File: src/rtl/alu_pkg.sv
// Shared op codes, FSM state type and op-classification helpers for alu_seq.
package alu_pkg;

  localparam logic [3:0] OP_AND  = 4'b0000;
  localparam logic [3:0] OP_OR   = 4'b0001;
  localparam logic [3:0] OP_ADD  = 4'b0010;
  localparam logic [3:0] OP_SUB  = 4'b0110;
  localparam logic [3:0] OP_MUL  = 4'b1000;
  localparam logic [3:0] OP_DIVU = 4'b1001;
  localparam logic [3:0] OP_REMU = 4'b1010;

  typedef enum logic [1:0] {
    ST_IDLE,
    ST_ITER,
    ST_DONE
  } state_t;

  function automatic logic is_iterative(input logic [3:0] op);
    return (op == OP_MUL) || (op == OP_DIVU) || (op == OP_REMU);
  endfunction

  function automatic logic is_divide(input logic [3:0] op);
    return (op == OP_DIVU) || (op == OP_REMU);
  endfunction

endpackage

File: src/rtl/alu_iter_muldiv.sv
// Bit-serial unsigned multiplier (LSB-first shift-add) and restoring divider (MSB-first).
// Results are exposed from the next-state values so the caller can register them on the final step.
module alu_iter_muldiv
  import alu_pkg::*;
#(
  parameter int WIDTH = 64
) (
  input  logic             clk,
  input  logic             reset,
  input  logic             start,
  input  logic [3:0]       op,
  input  logic [WIDTH-1:0] a,
  input  logic [WIDTH-1:0] b,
  output logic             done,
  output logic [WIDTH-1:0] product_lo,
  output logic [WIDTH-1:0] quotient,
  output logic [WIDTH-1:0] remainder
);

  localparam int CNT_W = (WIDTH > 1) ? $clog2(WIDTH) : 1;
  localparam logic [CNT_W-1:0] LAST = CNT_W'(WIDTH - 1);

  // acc: running product or partial remainder; mcand: multiplicand or divisor;
  // shreg: multiplier being consumed or dividend turning into the quotient.
  logic [WIDTH-1:0] acc_q, acc_d;
  logic [WIDTH-1:0] mcand_q, mcand_d;
  logic [WIDTH-1:0] shreg_q, shreg_d;
  logic [CNT_W-1:0] cnt_q, cnt_d;
  logic             busy_q, busy_d;
  logic             mul_q, mul_d;

  logic [WIDTH:0]   remShift;
  logic [WIDTH:0]   remDiff;

  assign remShift = {acc_q, shreg_q[WIDTH-1]};
  assign remDiff  = remShift - {1'b0, mcand_q};
  assign done     = busy_q && (cnt_q == LAST);

  always_comb begin
    acc_d   = acc_q;
    mcand_d = mcand_q;
    shreg_d = shreg_q;
    cnt_d   = cnt_q;
    busy_d  = busy_q;
    mul_d   = mul_q;
    if (start) begin
      mul_d   = (op == OP_MUL);
      acc_d   = '0;
      mcand_d = (op == OP_MUL) ? a : b;
      shreg_d = (op == OP_MUL) ? b : a;
      cnt_d   = '0;
      busy_d  = 1'b1;
    end else if (busy_q) begin
      if (mul_q) begin
        if (shreg_q[0]) begin
          acc_d = acc_q + mcand_q;
        end
        mcand_d = mcand_q << 1;
        shreg_d = shreg_q >> 1;
      end else if (!remDiff[WIDTH]) begin
        // No borrow: the divisor fits, so keep the difference and emit a 1.
        acc_d   = remDiff[WIDTH-1:0];
        shreg_d = {shreg_q[WIDTH-2:0], 1'b1};
      end else begin
        acc_d   = remShift[WIDTH-1:0];
        shreg_d = {shreg_q[WIDTH-2:0], 1'b0};
      end
      cnt_d = cnt_q + CNT_W'(1);
      if (done) begin
        busy_d = 1'b0;
        cnt_d  = '0;
      end
    end
  end

  always_ff @(posedge clk or posedge reset) begin
    if (reset) begin
      acc_q   <= '0;
      mcand_q <= '0;
      shreg_q <= '0;
      cnt_q   <= '0;
      busy_q  <= 1'b0;
      mul_q   <= 1'b0;
    end else begin
      acc_q   <= acc_d;
      mcand_q <= mcand_d;
      shreg_q <= shreg_d;
      cnt_q   <= cnt_d;
      busy_q  <= busy_d;
      mul_q   <= mul_d;
    end
  end

  assign product_lo = acc_d;
  assign quotient   = shreg_d;
  assign remainder  = acc_d;

endmodule

File: src/rtl/alu_seq.sv
// Handshaked ALU: one-cycle logic/arith ops plus iterative unsigned MUL/DIVU/REMU.
// Result, zero and illegal are registered and held until the consumer takes them.
module alu_seq
  import alu_pkg::*;
#(
  parameter int WIDTH  = 64,
  parameter int CTRL_W = 4
) (
  input  logic              clk,
  input  logic              reset,
  input  logic              in_valid,
  output logic              in_ready,
  input  logic [WIDTH-1:0]  a,
  input  logic [WIDTH-1:0]  b,
  input  logic [CTRL_W-1:0] alu_ctrl,
  output logic              out_valid,
  input  logic              out_ready,
  output logic [WIDTH-1:0]  result,
  output logic              zero,
  output logic              illegal
);

  state_t           state_q;
  logic             in_ready_q;
  logic             out_valid_q;
  logic [WIDTH-1:0] result_q;
  logic             zero_q;
  logic             illegal_q;
  logic [3:0]       op_q;

  logic [3:0]       opCode;
  logic             opLegal;
  logic             divByZero;
  logic             goIter;
  logic             iterDone;
  logic [WIDTH-1:0] singleResult;
  logic [WIDTH-1:0] iterResult;
  logic [WIDTH-1:0] prodLo;
  logic [WIDTH-1:0] quot;
  logic [WIDTH-1:0] rem;

  // Op codes are four bits wide; any set bit above them makes the code illegal.
  assign opCode  = alu_ctrl[3:0];
  assign opLegal = (alu_ctrl == CTRL_W'(OP_AND))  || (alu_ctrl == CTRL_W'(OP_OR))   ||
                   (alu_ctrl == CTRL_W'(OP_ADD))  || (alu_ctrl == CTRL_W'(OP_SUB))  ||
                   (alu_ctrl == CTRL_W'(OP_MUL))  || (alu_ctrl == CTRL_W'(OP_DIVU)) ||
                   (alu_ctrl == CTRL_W'(OP_REMU));

  assign divByZero = is_divide(opCode) && (b == '0);
  assign goIter    = in_ready_q && in_valid && opLegal && is_iterative(opCode) && !divByZero;

  always_comb begin
    singleResult = '0;
    if (opLegal) begin
      case (opCode)
        OP_AND:  singleResult = a & b;
        OP_OR:   singleResult = a | b;
        OP_ADD:  singleResult = a + b;
        OP_SUB:  singleResult = a - b;
        OP_DIVU: singleResult = '1;
        OP_REMU: singleResult = a;
        default: singleResult = '0;
      endcase
    end
  end

  assign iterResult = (op_q == OP_MUL)  ? prodLo :
                      (op_q == OP_DIVU) ? quot   : rem;

  alu_iter_muldiv #(
    .WIDTH(WIDTH)
  ) u_muldiv (
    .clk       (clk),
    .reset     (reset),
    .start     (goIter),
    .op        (opCode),
    .a         (a),
    .b         (b),
    .done      (iterDone),
    .product_lo(prodLo),
    .quotient  (quot),
    .remainder (rem)
  );

  // zero is always taken from the value being written into result on the same edge.
  always_ff @(posedge clk or posedge reset) begin
    if (reset) begin
      state_q     <= ST_IDLE;
      in_ready_q  <= 1'b1;
      out_valid_q <= 1'b0;
      result_q    <= '0;
      zero_q      <= 1'b0;
      illegal_q   <= 1'b0;
      op_q        <= OP_AND;
    end else begin
      case (state_q)
        ST_IDLE: begin
          if (in_valid) begin
            op_q       <= opCode;
            in_ready_q <= 1'b0;
            if (goIter) begin
              state_q <= ST_ITER;
            end else begin
              state_q     <= ST_DONE;
              out_valid_q <= 1'b1;
              result_q    <= singleResult;
              zero_q      <= (singleResult == '0);
              illegal_q   <= !opLegal;
            end
          end
        end
        ST_ITER: begin
          if (iterDone) begin
            state_q     <= ST_DONE;
            out_valid_q <= 1'b1;
            result_q    <= iterResult;
            zero_q      <= (iterResult == '0);
            illegal_q   <= 1'b0;
          end
        end
        ST_DONE: begin
          if (out_ready) begin
            state_q     <= ST_IDLE;
            out_valid_q <= 1'b0;
            in_ready_q  <= 1'b1;
          end
        end
        default: begin
          state_q     <= ST_IDLE;
          out_valid_q <= 1'b0;
          in_ready_q  <= 1'b1;
        end
      endcase
    end
  end

  assign in_ready  = in_ready_q;
  assign out_valid = out_valid_q;
  assign result    = result_q;
  assign zero      = zero_q;
  assign illegal   = illegal_q;

endmodule
File: config.mk
export PLATFORM = sky130hd
export DESIGN_NAME = alu_seq
export DESIGN_NICKNAME = d
export VERILOG_FILES = /design/src/rtl/alu_pkg.sv /design/src/rtl/alu_iter_muldiv.sv /design/src/rtl/alu_seq.sv
export SDC_FILE = /design/constraint.sdc
export NUM_CORES = 2
export LEC_CHECK = 0
export ABC_AREA = 1
export CAP_MARGIN = 40
export CELL_PAD_IN_SITES_DETAIL_PLACEMENT = 1
export CELL_PAD_IN_SITES_GLOBAL_PLACEMENT = 1
export CORE_MARGIN = 1.5
export CORE_UTILIZATION = 43
export DETAILED_ROUTE_END_ITERATION = 6
export PLACE_DENSITY = 0.88
export SYNTH_ARGS = -nofsm -noshare
export SYNTH_HDL_FRONTEND = slang
export SYNTH_HIERARCHICAL = 1
export SYNTH_SLANG_ARGS = --single-unit
File: constraint.sdc
create_clock -name clk -period 9.8 [get_ports clk]
set_input_delay 1.96 -clock clk [delete_from_list [all_inputs] [get_ports clk]]
set_output_delay 1.96 -clock clk [all_outputs]
set_load 0.005 [all_outputs]
==> metrics.md <==
| Metric | Value |
|---|---|
| Status | completed |
| Final WL | 199000 um |
| Tcrit/Tclk final | 0.796 |
| Number of global-route vias before repair | 48025 |
| Final Hold Viols | 0 |
| Startpoint class of the critical path | input pin |
| PwrDens | 392 nW/um2 |
| CTS max path bufs | 3 |
| Die ar. | 91900 um2 |
| Detailed placement HPWL | 163000 um |
| Setup Skew | 29.0 ps |
| Setup crit start | alu_ctrl[0] |
| Flop pwr share | 0.151 |
| Crit path max-delay family | simple AND/OR/NAND/NOR gates |
| Cells after synthesis | 7220 |
| Placeable Area | 88800 um2 |
| Placed cell areas | 41200 um2 |
| PortBufs | 203 |
| Top_reg_cell synth | dfrtp_1 |
| RSZ-0062 raised after global routing | false |
| Relative slew margins | 0.273 |
| Chip height | 303 um |
| CP most frequent cell | nand2_1 |
| Net Sw Frac | 0.623 |
| Via count | 48747 |
| Clock tree from TritonCTS | yes |
| Setup violations, final | 0 |
| Setup WS pre-CTS | 1670 ps |
| Ys async rst share | 1.00 |
| Syn nets | 7553 |
| # H-tree levels | 2 |
| Die X | 303 um |
| Switch Pwr | 10.4 mW |
| FF+latch count, synth | 274 |
| Post-CTS Resized | 0 |
| Setup slack after layout | 2000 ps |
| Row count | 109 |
| Hold path start | result[25]$_DFFE_PP0P_ |
| Io pins | 204 |
| Clock Power Share | 0.087 |
| Mapped Area | 38700 um2 |
| Hold Crit Class | reg -> reg |
| Highest cell delay on the worst timing path | 900 ps |
| Slew Limit Fails | 0 |
| GP Congestion | 1.12 |
| Synthesis-to-finish area growth | 9.73% |
| Max-cap violations | 0 |
| Clk_lat worst skew | 600 ps |
| Grt ovf | 0 |
| Via density | 5.79 |
| Crit path kind | in -> reg |
| Post-synth top area share | 0.251 |
| Root Buffer | clkbuf_16 |
| Layout cells sized above 1 | 0.0262 |
| Initial antenna violation count | 5 |
| Worst slew pin tran | 1090 ps |
| TritonRoute pass-1 iters | 6 |
| Tmin final | 7800 ps |
| Yosys warns | 6 |
| Cell area after layout | 42500 um2 |
| EDFF count, synth | 0 |
| Area leader, netlist | nand2_1 |
| Fmax | 0.128 GHz |
| Largest net degree at the start of global routing | 138 |
| Synth top area cells | nand2_1, dfrtp_1, inv_1 |
| Postcts setup bufs | 0 |
| First-pass GRT wire length | 293000 um |
| Crit-path slowest cell | clkdlybuf4s50_1 |
| Setup TNS | 0 ps |
| Critical path capture point type | flip-flop |
| Total Routing Usage GR | 0.425 |
| P_int | 6.29 mW |
| Iter 0 DRT Violations | 5096 |
| Initial core utilization | 0.436 |
| Bufs and invs on worst path | 5 |
| DRT antenna net count | 0 |
| CP required | 10320 ps |
| Pleak | 23.6 nW |
| Clock sinks | 274 |
| DRC Markers | 0 |
| Power share of the combinational group | 0.762 |
| Final core utilization | 0.479 |
| Reg2reg start | u_muldiv/shreg_q[63]$_DFF_PP0_ |
| Worst hold margin | 494 ps |
| Seq/Total Area, Yosys | 0.177 |
| Max VDD drop | 0.000255 V |
| Netlist cell types | 51 |
| TritonCTS buffer count | 36 |
| Hold Buf Count CTS | 0 |
| Worst Path Arrival | 8330 ps |
| Nets | 7550 |
| Clk slew on worst S/H paths | 50 ps |
| Routed len/inst | 23.7 um |
| Synthesized area per cell | 5.36 um2 |
| Worst-path maximum fanout | 42 |
-- flip-flops by register name (all words and copies together), names as in the netlist --
| register | flops |
|---|---|
| u_muldiv/busy_q | 1 |
| u_muldiv/mcand_q | 64 |
| op_q | 4 |
| u_muldiv/shreg_q | 64 |
| state_q | 2 |
| result | 64 |
| u_muldiv/cnt_q | 6 |
| u_muldiv/mul_q | 1 |
| illegal | 1 |
| out_valid | 1 |
| u_muldiv/acc_q | 64 |
| in_ready | 1 |
| zero | 1 |
-- cell usage after synthesis, types with 2 or more instances --
master    number
a211oi_1       4
a21oi_1      381
a21oi_2        2
a221oi_1      30
a22o_1         3
a31oi_1        5
and2_1         7
and3_1         9
buf_1         15
buf_2         32
buf_4         70
buf_6          8
clkbuf_1     164
dfrtp_1      273
fa_1           3
ha_1         194
inv_1       1209
inv_2         12
nand2_1     2589
nand2_2       25
nand2_4        2
nand3_1      348
nand3b_1      48
nand4_1       71
nand4_2        2
nor2_1       801
nor2_2        15
nor3_1        65
nor4_1        23
o211ai_1       2
o21ai_0      489
o21ai_1       69
o21ai_2        4
o21bai_1      44
o221ai_1      63
o22ai_1        2
o31ai_1        4
o41ai_1        2
xnor2_1       32
xor2_1        88
-- metal layers --
layer / GRT usage / routed length (um) / share of wire
met5: 0 / 0 / 0
met4: 0.248 / 13800 / 0.069
met3: 0.0597 / 16800 / 0.084
met2: 0.673 / 87200 / 0.44
met1: 0.553 / 81700 / 0.41
-- worst reg2reg max path: cells and delay by family, from the launching register on --
family | cells | cell delay, ps
adder cells (fa/ha/maj) | 2 | 720
buffers and inverters | 3 | 780
AO/OA/AOI/OAI | 2 | 910
flip-flops | 1 | 620
AND/OR/NAND/NOR | 22 | 2970
-- final timing paths --
| kind | to | slack, ps | depth (start not counted) |
|---|---|---|---|
| min in group asynchronous | result[61]$_DFFE_PP0P_ | 1810 | 2 |
| min | result[25]$_DFFE_PP0P_ | 490 | 2 |
| max reg2reg | zero$_DFFE_PP0P_ | 3700 | 29 |
| max | zero$_DFFE_PP0P_ | 2000 | 30 |
| max in group asynchronous | u_muldiv/acc_q[6]$_DFF_PP0_ | 6560 | 3 |
| min reg2reg | result[25]$_DFFE_PP0P_ | 490 | 2 |
-- power groups by stage --
| stage | Clock, mW | Combinational [mW] | Sequential (mW) |
|---|---|---|---|
| 2_1_floorplan | 0 | 8.62 | 2.09 |
| 3_3_place_gp | 0 | 11.7 | 2.43 |
| 3_5_place_dp | 0 | 12.2 | 2.45 |
| 4_1_cts | 1.45 | 12.3 | 2.45 |
| 5_1_grt | 1.49 | 13.8 | 2.53 |
| 6_report | 1.45 | 12.7 | 2.51 |
-- area by class of cell --
class                           count  area, um2
Fill cell                       13088      46300
Multi-Input combinational cell   5435      25900
Sequential cell                   274       6860
Inverter                         1222       4610
Timing Repair Buffer              248       2430
Tap cell                         1165       1460
Clock buffer                       46        988
Clock inverter                     19        239
Antenna cell                        4       10.0
-- logic make-up (layout without fill, tap and decap cells) --
group,count (synthesis),after routing,share of synthesized area
other,0,4,0
AO/OA/AOI/OAI,1107,1107,0.158
flip-flops,274,274,0.177
AND/OR/NAND/NOR,4011,4011,0.418
XOR/XNOR,120,120,0.0271
adder cells (fa/ha/maj),197,197,0.0642
buffers and inverters,1511,1535,0.156
-- cells in the final DEF, fill, tap and decap left out, types with 26 or more instances in the layout --
master	n
nand2_1	2587
o21bai_1	44
nor2_1	797
ha_1	194
xnor2_1	32
xor2_1	88
a21oi_1	381
nand4_1	71
a221oi_1	30
buf_4	36
o21ai_1	68
dfrtp_1	271
nor3_1	65
clkdlybuf4s50_1	203
o221ai_1	63
o21ai_0	489
nand3b_1	48
inv_1	1204
nand2_2	26
nand3_1	348
clkbuf_16	36
-- per-stage QoR --
step	instances	total power, mW
after CTS	8406	16.2
after global routing	8411	17.8
after detailed placement	8341	14.6
final	8413	16.7
after global placement	8336	14.2
after floorplan	7220	10.7
No activity file was read; power rests on OpenSTA's default activity.
